===== src/rtl/traffic_display_driver_if.sv =====
// Signal bundle between the phase/countdown sequencer and the display driver.
interface traffic_display_driver_if;
  logic [1:0]  out;       // road A phase code
  logic [31:0] counter;   // road A remaining time
  logic [1:0]  out2;      // road B phase code
  logic [31:0] counter2;  // road B remaining time
  logic [3:0]  lamp_a;
  logic [3:0]  lamp_b;
  logic [6:0]  seg;
  logic [3:0]  an;

  modport master (
    output out, counter, out2, counter2,
    input  lamp_a, lamp_b, seg, an
  );

  modport slave (
    input  out, counter, out2, counter2,
    output lamp_a, lamp_b, seg, an
  );
endinterface


===== src/rtl/traffic_display_driver.sv =====
// Lamp decode with end-of-green blink, shared sequential BCD converter for both
// countdowns, and a 4-digit multiplexed 7-segment scan.
module traffic_display_driver #(
  parameter int unsigned SCAN_DIV   = 1000,
  parameter int unsigned BLINK_DIV  = 8,
  parameter int unsigned BLINK_LAST = 3
) (
  input logic clk,
  input logic reset,
  traffic_display_driver_if.slave bus
);

  localparam int unsigned ScanW  = (SCAN_DIV > 1) ? $clog2(SCAN_DIV) : 1;
  localparam int unsigned BlinkW = (BLINK_DIV > 1) ? $clog2(BLINK_DIV) : 1;

  typedef enum logic [1:0] {StIdle, StLoad, StShift, StStore} conv_state_e;

  // Lamp layout {right, forward, left, stop}; phase code doubles as the bit index.
  function automatic logic [3:0] lamp_decode(logic [1:0] ph, logic [31:0] cnt, logic on);
    logic [3:0] l;
    l = 4'b0001;
    if (ph != 2'b00) begin
      l = 4'b0001 << ph;
      if ((cnt != 32'd0) && (cnt <= 32'(BLINK_LAST)) && !on) l = 4'b0000;
    end
    return l;
  endfunction

  // One double-dabble iteration on {tens, ones, binary}.
  function automatic logic [14:0] dabble_step(logic [14:0] s);
    logic [3:0]  t;
    logic [3:0]  o;
    logic [14:0] r;
    t = s[14:11];
    o = s[10:7];
    if (o >= 4'd5) o = o + 4'd3;
    if (t >= 4'd5) t = t + 4'd3;
    r = {t, o, s[6:0]};
    return {r[13:0], 1'b0};
  endfunction

  // Segment order {g,f,e,d,c,b,a}.
  function automatic logic [6:0] seg7(logic [3:0] d);
    logic [6:0] p;
    case (d)
      4'd0:    p = 7'b0111111;
      4'd1:    p = 7'b0000110;
      4'd2:    p = 7'b1011011;
      4'd3:    p = 7'b1001111;
      4'd4:    p = 7'b1100110;
      4'd5:    p = 7'b1101101;
      4'd6:    p = 7'b1111101;
      4'd7:    p = 7'b0000111;
      4'd8:    p = 7'b1111111;
      4'd9:    p = 7'b1101111;
      default: p = 7'b0000000;
    endcase
    return p;
  endfunction

  logic [1:0]        ph_a_q, ph_b_q, last_ph_a_q, last_ph_b_q;
  logic [31:0]       cnt_a_q, cnt_b_q;
  logic              in_valid_q;
  logic [BlinkW-1:0] blink_cnt_a_q, blink_cnt_b_q;
  logic              blink_on_a_q, blink_on_b_q;
  logic [3:0]        lamp_a_q, lamp_b_q;
  logic              chg_a, chg_b;

  conv_state_e       state_q, state_d;
  logic              start, pick_b, need_a, need_b;
  logic              sel_b_q, last_b_q;
  logic [14:0]       shift_q;
  logic [2:0]        bit_cnt_q;
  logic [6:0]        sat_a, sat_b, done_a_q, done_b_q;
  logic [3:0]        tens_a_q, ones_a_q, tens_b_q, ones_b_q;

  logic [ScanW-1:0]  scan_cnt_q;
  logic [1:0]        idx_q, idx_d;
  logic              scan_wrap;
  logic [6:0]        seg_q, seg_d;

  // Input stage: every port is registered before use.
  always_ff @(posedge clk) begin
    if (!reset) begin
      ph_a_q     <= '0;
      ph_b_q     <= '0;
      cnt_a_q    <= '0;
      cnt_b_q    <= '0;
      in_valid_q <= 1'b0;
    end else begin
      ph_a_q     <= bus.out;
      ph_b_q     <= bus.out2;
      cnt_a_q    <= bus.counter;
      cnt_b_q    <= bus.counter2;
      in_valid_q <= 1'b1;
    end
  end

  assign chg_a = (ph_a_q != last_ph_a_q);
  assign chg_b = (ph_b_q != last_ph_b_q);

  // Blink timers restart on a phase change; lamps register the decoded phase.
  always_ff @(posedge clk) begin
    if (!reset) begin
      last_ph_a_q   <= '0;
      last_ph_b_q   <= '0;
      blink_cnt_a_q <= '0;
      blink_cnt_b_q <= '0;
      blink_on_a_q  <= 1'b1;
      blink_on_b_q  <= 1'b1;
      lamp_a_q      <= '0;
      lamp_b_q      <= '0;
    end else begin
      last_ph_a_q <= ph_a_q;
      last_ph_b_q <= ph_b_q;
      if (chg_a) begin
        blink_cnt_a_q <= '0;
        blink_on_a_q  <= 1'b1;
      end else if (blink_cnt_a_q == BlinkW'(BLINK_DIV - 1)) begin
        blink_cnt_a_q <= '0;
        blink_on_a_q  <= ~blink_on_a_q;
      end else begin
        blink_cnt_a_q <= blink_cnt_a_q + BlinkW'(1);
      end
      if (chg_b) begin
        blink_cnt_b_q <= '0;
        blink_on_b_q  <= 1'b1;
      end else if (blink_cnt_b_q == BlinkW'(BLINK_DIV - 1)) begin
        blink_cnt_b_q <= '0;
        blink_on_b_q  <= ~blink_on_b_q;
      end else begin
        blink_cnt_b_q <= blink_cnt_b_q + BlinkW'(1);
      end
      // A fresh phase starts in the lit half even before the timer register catches up.
      lamp_a_q <= in_valid_q ? lamp_decode(ph_a_q, cnt_a_q, chg_a | blink_on_a_q) : 4'b0000;
      lamp_b_q <= in_valid_q ? lamp_decode(ph_b_q, cnt_b_q, chg_b | blink_on_b_q) : 4'b0000;
    end
  end

  assign sat_a  = (cnt_a_q >= 32'd99) ? 7'd99 : cnt_a_q[6:0];
  assign sat_b  = (cnt_b_q >= 32'd99) ? 7'd99 : cnt_b_q[6:0];
  assign need_a = (sat_a != done_a_q);
  assign need_b = (sat_b != done_b_q);
  // When both roads wait, serve the one not served last.
  assign pick_b = need_b && (!need_a || !last_b_q);

  // Converter state register.
  always_ff @(posedge clk) begin
    if (!reset) state_q <= StIdle;
    else        state_q <= state_d;
  end

  // Converter next state; pending work chains straight from STORE into LOAD.
  always_comb begin
    state_d = state_q;
    start   = 1'b0;
    case (state_q)
      StIdle: begin
        if (need_a || need_b) begin
          state_d = StLoad;
          start   = 1'b1;
        end
      end
      StLoad:  state_d = StShift;
      StShift: if (bit_cnt_q == 3'd6) state_d = StStore;
      StStore: begin
        if (need_a || need_b) begin
          state_d = StLoad;
          start   = 1'b1;
        end else begin
          state_d = StIdle;
        end
      end
      default: state_d = StIdle;
    endcase
  end

  // Converter datapath: latch source, shift seven times, write the digit pair.
  always_ff @(posedge clk) begin
    if (!reset) begin
      sel_b_q   <= 1'b0;
      last_b_q  <= 1'b1;
      shift_q   <= '0;
      bit_cnt_q <= '0;
      done_a_q  <= '0;
      done_b_q  <= '0;
      tens_a_q  <= '0;
      ones_a_q  <= '0;
      tens_b_q  <= '0;
      ones_b_q  <= '0;
    end else begin
      if (start) sel_b_q <= pick_b;
      case (state_q)
        StLoad: begin
          bit_cnt_q <= '0;
          last_b_q  <= sel_b_q;
          if (sel_b_q) begin
            done_b_q <= sat_b;
            shift_q  <= {8'd0, sat_b};
          end else begin
            done_a_q <= sat_a;
            shift_q  <= {8'd0, sat_a};
          end
        end
        StShift: begin
          shift_q   <= dabble_step(shift_q);
          bit_cnt_q <= bit_cnt_q + 3'd1;
        end
        StStore: begin
          if (sel_b_q) begin
            tens_b_q <= shift_q[14:11];
            ones_b_q <= shift_q[10:7];
          end else begin
            tens_a_q <= shift_q[14:11];
            ones_a_q <= shift_q[10:7];
          end
        end
        default: ;
      endcase
    end
  end

  // Scan sequencing and blanking for the digit about to be shown.
  always_comb begin
    scan_wrap = (scan_cnt_q == ScanW'(SCAN_DIV - 1));
    idx_d     = scan_wrap ? idx_q + 2'd1 : idx_q;
    seg_d     = '0;
    case (idx_d)
      2'd3: if (done_a_q != 7'd0 && tens_a_q != 4'd0) seg_d = seg7(tens_a_q);
      2'd2: if (done_a_q != 7'd0) seg_d = seg7(ones_a_q);
      2'd1: if (done_b_q != 7'd0 && tens_b_q != 4'd0) seg_d = seg7(tens_b_q);
      2'd0: if (done_b_q != 7'd0) seg_d = seg7(ones_b_q);
      default: seg_d = '0;
    endcase
  end

  // Scan counter, digit index and registered segments.
  always_ff @(posedge clk) begin
    if (!reset) begin
      scan_cnt_q <= '0;
      idx_q      <= '0;
      seg_q      <= '0;
    end else begin
      scan_cnt_q <= scan_wrap ? '0 : scan_cnt_q + ScanW'(1);
      idx_q      <= idx_d;
      seg_q      <= seg_d;
    end
  end

  assign bus.lamp_a = lamp_a_q;
  assign bus.lamp_b = lamp_b_q;
  assign bus.seg    = seg_q;
  assign bus.an     = 4'b0001 << idx_q;

endmodule


===== src/flat_wrapper.sv =====
// flat-port wrapper written by rule: the top's interface ports become plain ports
module traffic_display_driver_flat 
#(
  parameter int unsigned SCAN_DIV   = 1000,
  parameter int unsigned BLINK_DIV  = 8,
  parameter int unsigned BLINK_LAST = 3
)
  (clk, reset, bus_out, bus_counter, bus_out2, bus_counter2, bus_lamp_a, bus_lamp_b, bus_seg, bus_an);
  traffic_display_driver_if bus_i ();
  input logic clk;
  input logic reset;
  input wire logic [$bits(bus_i.out)-1:0] bus_out;
  input wire logic [$bits(bus_i.counter)-1:0] bus_counter;
  input wire logic [$bits(bus_i.out2)-1:0] bus_out2;
  input wire logic [$bits(bus_i.counter2)-1:0] bus_counter2;
  output wire logic [$bits(bus_i.lamp_a)-1:0] bus_lamp_a;
  output wire logic [$bits(bus_i.lamp_b)-1:0] bus_lamp_b;
  output wire logic [$bits(bus_i.seg)-1:0] bus_seg;
  output wire logic [$bits(bus_i.an)-1:0] bus_an;
  assign bus_i.out = bus_out;
  assign bus_i.counter = bus_counter;
  assign bus_i.out2 = bus_out2;
  assign bus_i.counter2 = bus_counter2;
  assign bus_lamp_a = bus_i.lamp_a;
  assign bus_lamp_b = bus_i.lamp_b;
  assign bus_seg = bus_i.seg;
  assign bus_an = bus_i.an;
  traffic_display_driver #(.SCAN_DIV(SCAN_DIV), .BLINK_DIV(BLINK_DIV), .BLINK_LAST(BLINK_LAST)) u_core (.clk(clk), .reset(reset), .bus(bus_i));
endmodule

===== config.mk =====
export PLATFORM = sky130hd
export DESIGN_NAME = traffic_display_driver_flat
export DESIGN_NICKNAME = d
export VERILOG_FILES = /design/src/rtl/traffic_display_driver_if.sv /design/src/rtl/traffic_display_driver.sv /design/src/flat_wrapper.sv
export SDC_FILE = /design/constraint.sdc
export NUM_CORES = 1
export LEC_CHECK = 0
export BUFFER_PORTS_ARGS = -buffer_cell sky130_fd_sc_hd__buf_2
export CORE_MARGIN = 4
export CORE_UTILIZATION = 58
export CTS_CLUSTER_SIZE = 40
export DETAILED_ROUTE_END_ITERATION = 10
export PLACE_DENSITY = 0.87
export SLEW_MARGIN = 10
export SYNTH_ARGS = -nofsm -noshare
export SYNTH_HDL_FRONTEND = slang
export SYNTH_SLANG_ARGS = --single-unit

===== constraint.sdc =====
create_clock -name clk -period 3.2 [get_ports clk]
set_input_delay 0.32 -clock clk [delete_from_list [all_inputs] [get_ports clk]]
set_output_delay 0.32 -clock clk [all_outputs]
set_load 0.01 [all_outputs]

==> flow_summary.yaml <==
run_status:
  status: "finished, final reports clean"
setup_path:
  arrival_ps: 2960
  path_class: "register to register"
  ff2ff_setup_slack_ps: 600
  critPathLaunchType: "register"
  setup.worst_path.end_class: "register"
  ff2ff_path_depth: 8
  cp_max_fo: 7
  r2r-end: "u_core.bus.seg[5]"
  cp_data_required_time_ps: 3560
  r2r_start: "u_core.scan_cnt_q[2]"
final_layout:
  final_cell_mix: "dfxtp_1 (188), nor2_1 (98), buf_2 (88), and2_1 (80), a21oi_1 (49)"
  mostFrequentLayoutCell: "dfxtp_1"
  fin_nets: 1033
  fin_util: 0.693
  multi_input_area_um2: 3670
  layout-drive-gt1-share: 0.144
  area.sequential_um2: 3760
  synthToLayoutAreaGrowth_pct: 15.4
  antenna_cells: 0
  fillCellCount: 969
job:
  maxCapViolCount: 0
floorplan:
  dieArea_um2: 15200
  num_io_pins: 89
  die_w_um: 123
  core_area_um2: 12800
  rows: 41
  die_h_um: 123
  initial_core_util: 0.600
routing:
  routed_wl_um: 15900
  ant_nets: 0
  vias_per_cell: 5.55
  drc_errors: 0
  drt_iter0_drc: 510
  wire_per_inst_um: 14.4
  num_vias: 6126
  drt_pass1_iterations: 5
sta:
  finClkSkew_ps: 7.02
  tightest_slew_ps: 808
  slew_headroom: 0.460
  period_needed_ps: 2600
  layout_setup_ws_ps: 600
  finalHoldViolations: 0
  slew_violations: 0
  period_share: 0.813
  setup_viol: 0
  setup_tns_ps: 0
  grt_setup_unrepaired: "false"
  max_freq_mhz: 385
  whs_ps: 86.8
hold_path:
  hold_start: "bus_counter[28]"
  hold_path_class: "input pin to register"
  hold_depth: 2
  min_delay_worst_endpoint: "u_core.cnt_a_q[28]"
global_route:
  grt_pass1_wl_um: 26400
  grt_use_total: 0.216
  antenna_found_initial: 0
  grt_pass1_vias: 5763
  overflow: 0
  grt_max_degree: 56
logic_synthesis:
  ys_ff_latch: 188
  syn_avg_cell_area_um2: 9.22
  synthDistinctLibCells: 58
  synth_edf_count: 0
  synth_area_um2: 7700
  ys_seq_area_frac: 0.489
  synth_cells: 835
  ys.warnings.count: 0
  synth_nets: 949
  synth_top_flop_cell: "dfxtp_1"
  synthArstFlopShare: 0
cts:
  ctsHoldBuffers: 0
  cts-root-buf: "clkbuf_16"
  htreeDepth: 4
  clkTransAtPathRegs_ps: 70
  clockBufferDepth: 2
  ctsResizeCount: 0
  cts_setup_buffers: 0
  cts_tree: "done"
  numClockSinks: 188
  numCtsBuffers: 17
  clock_latency_ps: 430
pwr:
  fin_total_pwr_mw: 5.51
  p_per_area_nw_per_um2: 620
  leakage_nw: 3.81
  ir_worst_vdd_uv: 385
placement:
  pre_cts_slack_ps: 666
  io_buffer_count: 88
  gp_congestion: 0.961
  place_hpwl_um: 10800
metrics by stage:
stage | cells | instance area [µm²]
after floorplan | 835 | 7700
after CTS | 1104 | 8880
after detailed placement | 1072 | 8300
final | 1104 | 8880
after global placement | 1072 | 8300
after global routing | 1104 | 8880
power breakdown:
group | switching [mW] | leakage, nW | total [mW] | internal [mW]
combinational | 0.500 | 1.98 | 0.829 | 0.328
clock | 0.954 | 0.291 | 2.08 | 1.13
sequential | 0.109 | 1.54 | 2.60 | 2.49
critical path, cell delays in order (launching register included):
cell and delay (ps):
dfxtp_1 410, nand2_1 70, nor3_1 130, nand4_1 270, mux2i_1 520, o41ai_1 260, nor2_1 480, a22oi_1 210
a21oi_1 180
synth_stat cells (21+ instances only):
library cell  instances  share of area
o21ai_0              32          0.021
nand3_1              22          0.014
mux2i_1              21          0.027
dfxtp_1             188           0.49
nand2_1              47          0.023
nor2_1               98          0.048
clkbuf_1             24          0.012
ha_1                 44          0.071
a21oi_1              49          0.032
and2_1               80          0.065
inv_1                39          0.019
cell type report:
class,count,share of cell area
well taps,172,0.0242
clock inverters,14,0.0169
clock buffers,18,0.0494
multi-input cells,576,0.413
inverters,40,0.0169
repair buffers,96,0.0563
flip-flops and latches,188,0.424
routing by layer:
layer | vias up | share of wire | global-route usage | wire (µm)
li1 | 3033 | - | - | -
met1 | 2861 | 0.44 | 0.277 | 7060
met2 | 210 | 0.48 | 0.357 | 7650
met3 | 22 | 0.060 | 0.0531 | 954
met4 | 0 | 0.016 | 0.0747 | 255
met5 | - | 0 | 0 | 0
cell families (layout without fill, tap and decap cells):
group,after synthesis,after routing,synth area share
flops,188,188,0.489
simple gates,324,324,0.213
xor+xnor,26,26,0.0296
buf+inv,71,168,0.0353
fa+ha+maj,44,44,0.0715
mux,22,22,0.0288
compound gates,160,160,0.133
worst max-delay path by stage:
stage / from / end / slack (ps) / cells after the start
2_1_floorplan: u_core.cnt_a_q[4] / u_core.state_q[0] / 910 / 9
3_3_place_gp: u_core.cnt_a_q[3] / u_core.state_q[0] / 740 / 8
3_5_place_dp: u_core.cnt_a_q[3] / u_core.state_q[0] / 670 / 8
4_1_cts: u_core.cnt_a_q[3] / u_core.state_q[0] / 650 / 8
5_1_grt: u_core.cnt_a_q[2] / u_core.state_q[0] / 340 / 8
6_report: u_core.scan_cnt_q[2] / u_core.bus.seg[5] / 600 / 8
No activity file was read; power rests on OpenSTA's default activity.
